$ cat src/rtl/if_fetch_unit.sv
// Instruction-fetch stage: owns the PC, issues single-outstanding requests to instruction
// memory and fills the IF/ID register, with stall buffering, redirect discard and misalignment halt.
module if_fetch_unit #(
   parameter logic [31:0] RESET_PC  = 32'h0000_0000,
   parameter logic [31:0] NOP_INSTR = 32'h0000_0013
) (
   input  logic        clk,
   input  logic        rst,
   input  logic        Stall_IF,
   input  logic        Branch_taken,
   input  logic [31:0] Branch_dest,
   output logic        IMEM_req,
   output logic [31:0] IMEM_addr,
   input  logic        IMEM_gnt,
   input  logic        IMEM_rvalid,
   input  logic [31:0] IMEM_rdata,
   output logic [31:0] IF_ID_PC,
   output logic [31:0] IF_ID_PC4,
   output logic [31:0] IF_ID_Instr,
   output logic        IF_ID_valid,
   output logic        Misaligned_fault,
   output logic [31:0] Fault_addr
);

   typedef enum logic [1:0] {IDLE, REQ, WAIT, HALT} state_t;

   state_t      state;
   logic [31:0] pc;
   logic [31:0] req_addr_p0;
   logic [31:0] hold_pc_p0;
   logic [31:0] hold_instr_p0;
   logic        hold_vld_p0;
   logic        discard;
   logic [31:0] if_id_pc_p1;
   logic [31:0] if_id_instr_p1;
   logic        vld_p1;

   logic redirect;
   logic dest_aligned;
   logic grant;
   logic rsp_live;

   assign redirect     = Branch_taken && (state != HALT);
   assign dest_aligned = (Branch_dest[1:0] == 2'b00);
   assign IMEM_req     = (state == REQ) && !Stall_IF && !hold_vld_p0;
   assign IMEM_addr    = pc;
   assign grant        = IMEM_req && IMEM_gnt;
   assign rsp_live     = (state == WAIT) && IMEM_rvalid && !discard;

   assign IF_ID_PC    = if_id_pc_p1;
   assign IF_ID_PC4   = if_id_pc_p1 + 32'd4;
   assign IF_ID_Instr = vld_p1 ? if_id_instr_p1 : NOP_INSTR;
   assign IF_ID_valid = vld_p1;

   always_ff @(posedge clk or posedge rst) begin
      if (rst) begin
         state            <= IDLE;
         pc               <= RESET_PC;
         req_addr_p0      <= RESET_PC;
         hold_pc_p0       <= RESET_PC;
         hold_instr_p0    <= NOP_INSTR;
         hold_vld_p0      <= 1'b0;
         discard          <= 1'b0;
         if_id_pc_p1      <= RESET_PC;
         if_id_instr_p1   <= NOP_INSTR;
         vld_p1           <= 1'b0;
         Misaligned_fault <= 1'b0;
         Fault_addr       <= 32'h0000_0000;
      end else begin
         Misaligned_fault <= 1'b0;
         if (redirect && !dest_aligned) begin
            // Any outstanding response is simply ignored once halted.
            Misaligned_fault <= 1'b1;
            Fault_addr       <= Branch_dest;
            vld_p1           <= 1'b0;
            hold_vld_p0      <= 1'b0;
            discard          <= 1'b0;
            state            <= HALT;
         end else if (redirect) begin
            pc          <= Branch_dest;
            vld_p1      <= 1'b0;
            hold_vld_p0 <= 1'b0;
            if (state == WAIT) begin
               // A response arriving with the redirect is itself the stale one.
               if (IMEM_rvalid) begin
                  discard <= 1'b0;
                  state   <= REQ;
               end else begin
                  discard <= 1'b1;
               end
            end else if (state == REQ && grant) begin
               discard <= 1'b1;
               state   <= WAIT;
            end else if (state == IDLE) begin
               state <= REQ;
            end
         end else begin
            // Fetch buffer -> IF/ID boundary
            if (!Stall_IF) begin
               if (hold_vld_p0) begin
                  if_id_pc_p1    <= hold_pc_p0;
                  if_id_instr_p1 <= hold_instr_p0;
                  vld_p1         <= 1'b1;
                  hold_vld_p0    <= 1'b0;
               end else if (rsp_live) begin
                  if_id_pc_p1    <= req_addr_p0;
                  if_id_instr_p1 <= IMEM_rdata;
                  vld_p1         <= 1'b1;
               end else begin
                  vld_p1 <= 1'b0;
               end
            end else if (rsp_live) begin
               hold_pc_p0    <= req_addr_p0;
               hold_instr_p0 <= IMEM_rdata;
               hold_vld_p0   <= 1'b1;
            end

            case (state)
               IDLE: state <= REQ;
               REQ: begin
                  if (grant) begin
                     req_addr_p0 <= pc;
                     pc          <= pc + 32'd4;
                     state       <= WAIT;
                  end
               end
               WAIT: begin
                  if (IMEM_rvalid) begin
                     discard <= 1'b0;
                     state   <= REQ;
                  end
               end
               default: state <= HALT;
            endcase
         end
      end
   end

endmodule
$ cat config.mk
export PLATFORM = sky130hd
export DESIGN_NAME = if_fetch_unit
export DESIGN_NICKNAME = d
export VERILOG_FILES = /design/src/rtl/if_fetch_unit.sv
export SDC_FILE = /design/constraint.sdc
export NUM_CORES = 1
export LEC_CHECK = 0
export BUFFER_PORTS_ARGS = -buffer_cell sky130_fd_sc_hd__buf_2
export CAP_MARGIN = 0
export CORE_ASPECT_RATIO = 0.6
export CORE_MARGIN = 5
export CORE_UTILIZATION = 40
export DETAILED_ROUTE_END_ITERATION = 8
export PLACE_DENSITY = 0.61
export SLEW_MARGIN = 30
export SYNTH_ARGS = -nofsm -noshare
export SYNTH_HDL_FRONTEND = slang
export SYNTH_SLANG_ARGS = --single-unit
export TNS_END_PERCENT = 100
$ cat constraint.sdc
create_clock -name clk -period 8.65 [get_ports clk]
set_input_delay 1.2975 -clock clk [delete_from_list [all_inputs] [get_ports clk]]
set_output_delay 1.2975 -clock clk [all_outputs]
set_load 0.03 [all_outputs]
==> tab_implementation.tex <==
\begin{tabular}{lr}
\hline
Metric & Value \\
\hline
\multicolumn{2}{l}{\textbf{Critical path}} \\
\quad Flop-to-flop setup slack & 5850 ps \\
\quad CP dominant cell by count & nand4\_1 \\
\quad Startpoint-to-endpoint class of the critical path & reg2out \\
\quad Critical path startpoint category & flip-flop \\
\quad Delay of the slowest cell on the worst path & 650 ps \\
\quad Critical-path maximum fanout & 7 \\
\quad R2R Path Start & hold\_vld\_p0 \\
\quad Endpoint kind of the worst setup timing path & output pin \\
\quad Endpoint required time on the critical path & 7350 ps \\
\quad Critical path cell sequence & nand4\_1, nor3\_1, and2\_1, nand4\_1, xnor2\_1, buf\_2 \\
\quad Crit Reg-Reg Endpoint & IMEM\_addr[5] \\
\quad Critical Path Slowest Stage Cell & nor3\_1 \\
\quad Signal arrival time at the worst endpoint & 2810 ps \\
\quad Worst reg2reg path depth & 5 \\
\multicolumn{2}{l}{\textbf{STA}} \\
\quad Endpoints failing hold & 0 \\
\quad Slew at the pin with the worst max-slew slack & 964 ps \\
\quad Slew Viols, Final & 0 \\
\quad Summed negative setup slack over all endpoints & 0 ps \\
\quad Final Critical Period & 4100 ps \\
\quad Worst clock skew & 18.0 ps \\
\quad Setup repair after global routing missed its margin & false \\
\quad Slew HR & 35.8\% \\
\quad Final setup vio count & 0 \\
\quad Maximum clock frequency & 0.244 GHz \\
\quad Period utilization & 47.4\% \\
\multicolumn{2}{l}{\textbf{Detailed routing}} \\
\quad Per-cell routed wire length & 18.3 um \\
\quad Total via count in the routed design & 8236 \\
\quad Via-per-instance ratio & 5.17 \\
\quad DRC violations left & 0 \\
\quad Antenna Violating Nets Remaining & 0 \\
\quad Overall routed net length & 29100 um \\
\quad Pre-Repair DR Iteration Count & 5 \\
\quad Initial detailed-routing violation count & 548 \\
\quad Total length of routed met3 wires & 1480 um \\
\quad DR WL met2 & 12500 um \\
\quad Highest routed layer & met4 \\
\quad Sum of routed wire segments on met1 & 14800 um \\
\multicolumn{2}{l}{\textbf{CTS}} \\
\quad CTS max path bufs & 3 \\
\quad Hold-fix buffers, CTS & 0 \\
\quad Cell chosen for the clock root & clkbuf\_16 \\
\quad Cts bufs inserted & 23 \\
\quad Latest clock arrival within the worst-skew pair & 520 ps \\
\quad Clock-pin transition on the worst setup and hold timing paths & 60 ps \\
\quad Number of setup buffers added after CTS & 0 \\
\quad Post-cts sizing count & 0 \\
\quad Number of H-tree branching levels & 1 \\
\quad Sink Count & 230 \\
\quad TritonCTS clock tree & yes \\
\multicolumn{2}{l}{\textbf{Logic synthesis}} \\
\quad Synthesized netlist net count & 1085 \\
\quad Synth cell types & 57 \\
\quad Proportion of netlist area held by the largest area contributor & 52.3\% \\
\quad Synthesis Warnings & 0 \\
\quad Proportion of synthesized chip area in sequential cells & 53.8\% \\
\quad Top area cells in the synthesized netlist & dfrtp\_1, mux2\_2, mux2i\_1, nand2\_1, a21oi\_1 \\
\quad Most used flip-flop cell after synthesis & dfrtp\_1 \\
\quad Post-synth EDFFs & 0 \\
\quad Post-synthesis area per instance & 10.6 sq um \\
\quad Cell Area, Synth & 10700 sq um \\
\quad Async set or reset register ratio after synthesis & 100\% \\
\quad Seq cells post-synth & 230 \\
\quad Cell count after synthesis & 1013 \\
\quad Biggest area consumer among synthesized cells & dfrtp\_1 \\
\multicolumn{2}{l}{\textbf{Worst hold path}} \\
\quad Endpoint of the worst hold path & Fault\_addr[1] \\
\quad Cell count of the worst hold path & 2 \\
\quad Worst Hold Launch & Fault\_addr[1] \\
\quad Type of the most critical hold path & reg2reg \\
\multicolumn{2}{l}{\textbf{Global routing}} \\
\quad Global-route wire length before repair & 46400 um \\
\quad Initial antenna violation count & 0 \\
\quad Remaining global-route overflow & 0 \\
\quad Vias in the first global route & 8155 \\
\quad Largest net degree at the start of global routing & 102 \\
\quad GRT Util Overall & 18.9\% \\
\multicolumn{2}{l}{\textbf{Layout}} \\
\quad Core utilization of the finished layout & 49.1\% \\
\quad Filler cells & 2487 \\
\quad Nets & 1289 \\
\quad Layout overhead on the synthesized area & 21.0\% \\
\quad Ratio of cells with drive above 1 in the final layout & 32.2\% \\
\multicolumn{2}{l}{\textbf{Floorplan}} \\
\quad Initial standard-cell utilization of the core & 40.6\% \\
\quad Top-level port count & 233 \\
\quad Core ar. & 26400 sq um \\
\quad Die area & 30300 sq um \\
\quad Die height & 137 um \\
\quad Row cnt & 46 \\
\quad Width of the die & 221 um \\
\multicolumn{2}{l}{\textbf{Placement}} \\
\quad Port Buffer Count & 232 \\
\quad Total half-perimeter wirelength after legalization and detailed placement & 20400 um \\
\quad Global placer's final weighted congestion & 0.806 \\
\multicolumn{2}{l}{\textbf{Pwr}} \\
\quad P\_leak & 6.32 nW \\
\quad PwrDens & 225 nW/um\^{}2 \\
\quad Worst IR drop on VDD & 158 uV \\
\multicolumn{2}{l}{\textbf{Run}} \\
\quad Max-cap check violation count & 0 \\
\multicolumn{2}{l}{\textbf{Run status}} \\
\quad Outcome & completed \\
\hline
\end{tabular}
cell usage in the layout, fill, tap and decap left out, drive strengths merged, types with 3 or more instances in the layout:
| cell | synthesis | final |
|---|---|---|
| a2bb2oi | 6 | 6 |
| nand2b | 11 | 11 |
| nand2 | 137 | 137 |
| xnor2 | 22 | 22 |
| o21ai | 16 | 16 |
| nor4 | 5 | 5 |
| o22a | 6 | 6 |
| mux2i | 66 | 66 |
| o22ai | 12 | 12 |
| dfstp | 6 | 6 |
| and4 | 5 | 5 |
| clkinv | 0 | 7 |
| o2bb2ai | 3 | 3 |
| clkbuf | 27 | 30 |
| buf | 36 | 242 |
| and3 | 6 | 6 |
| nor2 | 96 | 96 |
| bufinv | 0 | 3 |
| nand4 | 25 | 25 |
| and2 | 39 | 39 |
| inv | 6 | 6 |
| dfrtp | 224 | 224 |
| nand3 | 20 | 20 |
| nor3 | 9 | 9 |
| nor3b | 3 | 3 |
| xor2 | 6 | 6 |
| a21oi | 99 | 99 |
| mux2 | 95 | 95 |
per-layer routing:
| layer | GRT usage [%] | vias to the layer above |
|---|---|---|
| met3 | 4.09 | 26 |
| met5 | 0 | - |
| met2 | 28.0 | 181 |
| met1 | 29.3 | 4079 |
| met4 | 2.41 | 0 |
| li1 | - | 3950 |
metrics by stage:
stage | setup slack [ps] | std cells | cell area [sq um] | power, mW | hold WS (ps)
2_1_floorplan | 1060 | 1013 | 10700 | 1.69 | 461
3_3_place_gp | 4910 | 1551 | 12100 | 1.89 | 455
3_5_place_dp | 4830 | 1551 | 12200 | 1.89 | 468
4_1_cts | 4650 | 1592 | 12900 | 2.95 | 488
5_1_grt | 4510 | 1593 | 13000 | 3.05 | 515
6_report | 4550 | 1594 | 13000 | 2.91 | 483
power by group:
| group | internal [mW] | leakage (nW) | switching [mW] |
|---|---|---|---|
| clock | 0.620 | 0.392 | 0.425 |
| sequential | 1.19 | 3.05 | 0.116 |
| combinational | 0.182 | 2.88 | 0.378 |
| total | 1.99 | 6.32 | 0.919 |
critical path, delay by kind of cell (launching register included):
family | cells | cell delay [ps]
xor+xnor | 1 | 150
buf+inv | 1 | 210
flops | 1 | 460
simple gates | 4 | 1470
flip-flops by register name, summed over array words and instances (netlist names):
name,count
IMEM_addr,32
Fault_addr,32
req_addr_p0,32
hold_instr_p0,32
hold_pc_p0,32
discard,1
Misaligned_fault,1
state,2
IF_ID_PC,32
if_id_instr_p1,32
IF_ID_valid,1
hold_vld_p0,1
cells by family after synthesis:
logic type / synth area share (%)
AOI/OAI and AO/OA: 8.71
buffers and inverters: 2.88
and+or+nand+nor: 16.0
muxes: 16.1
adders and majority gates: 0.233
xor gates and xnor gates: 2.29
DFF: 53.8
worst max path at each step:
stage                 startpoint             to  cells after the start
floorplan                    rst  Fault_addr[0]                      1
global placement    Branch_taken   IF_ID_PC[13]                      7
detailed placement  Branch_taken   IF_ID_PC[11]                      6
CTS                 IF_ID_PC[12]  IF_ID_PC4[31]                      6
global route        IF_ID_PC[13]  IF_ID_PC4[31]                      6
finish              IF_ID_PC[12]  IF_ID_PC4[31]                      6
area by class of cell:
| type | instances | area [sq um] | share of cell area [%] |
|---|---|---|---|
| Sequential cell | 230 | 5770 | 44.5 |
| Multi-Input combinational cell | 714 | 4670 | 36.0 |
| Clock buffer | 30 | 652 | 5.03 |
| Tap cell | 360 | 450 | 3.47 |
| Timing Repair Buffer | 242 | 1260 | 9.74 |
| Clock inverter | 11 | 133 | 1.02 |
| Inverter | 6 | 30.0 | 0.232 |
| Antenna cell | 1 | 2.50 | 0.0193 |
Yosys cell counts, types with 3 or more instances:
cell	count
o21ai_0	15
buf_2	28
and3_1	6
nor3_1	8
inv_1	6
nor3b_1	3
nand3_1	20
nand4_1	25
a2bb2oi_1	6
o22a_1	6
buf_1	5
dfstp_2	6
nor2_1	96
o22ai_1	12
xnor2_1	22
nor4_1	4
nand2b_1	11
a21oi_1	99
dfrtp_1	224
mux2_2	94
xor2_1	6
nand2_1	136
o2bb2ai_1	3
and4_1	5
and2_1	38
mux2i_1	66
clkbuf_1	27
(Power assumes the default switching activity.)
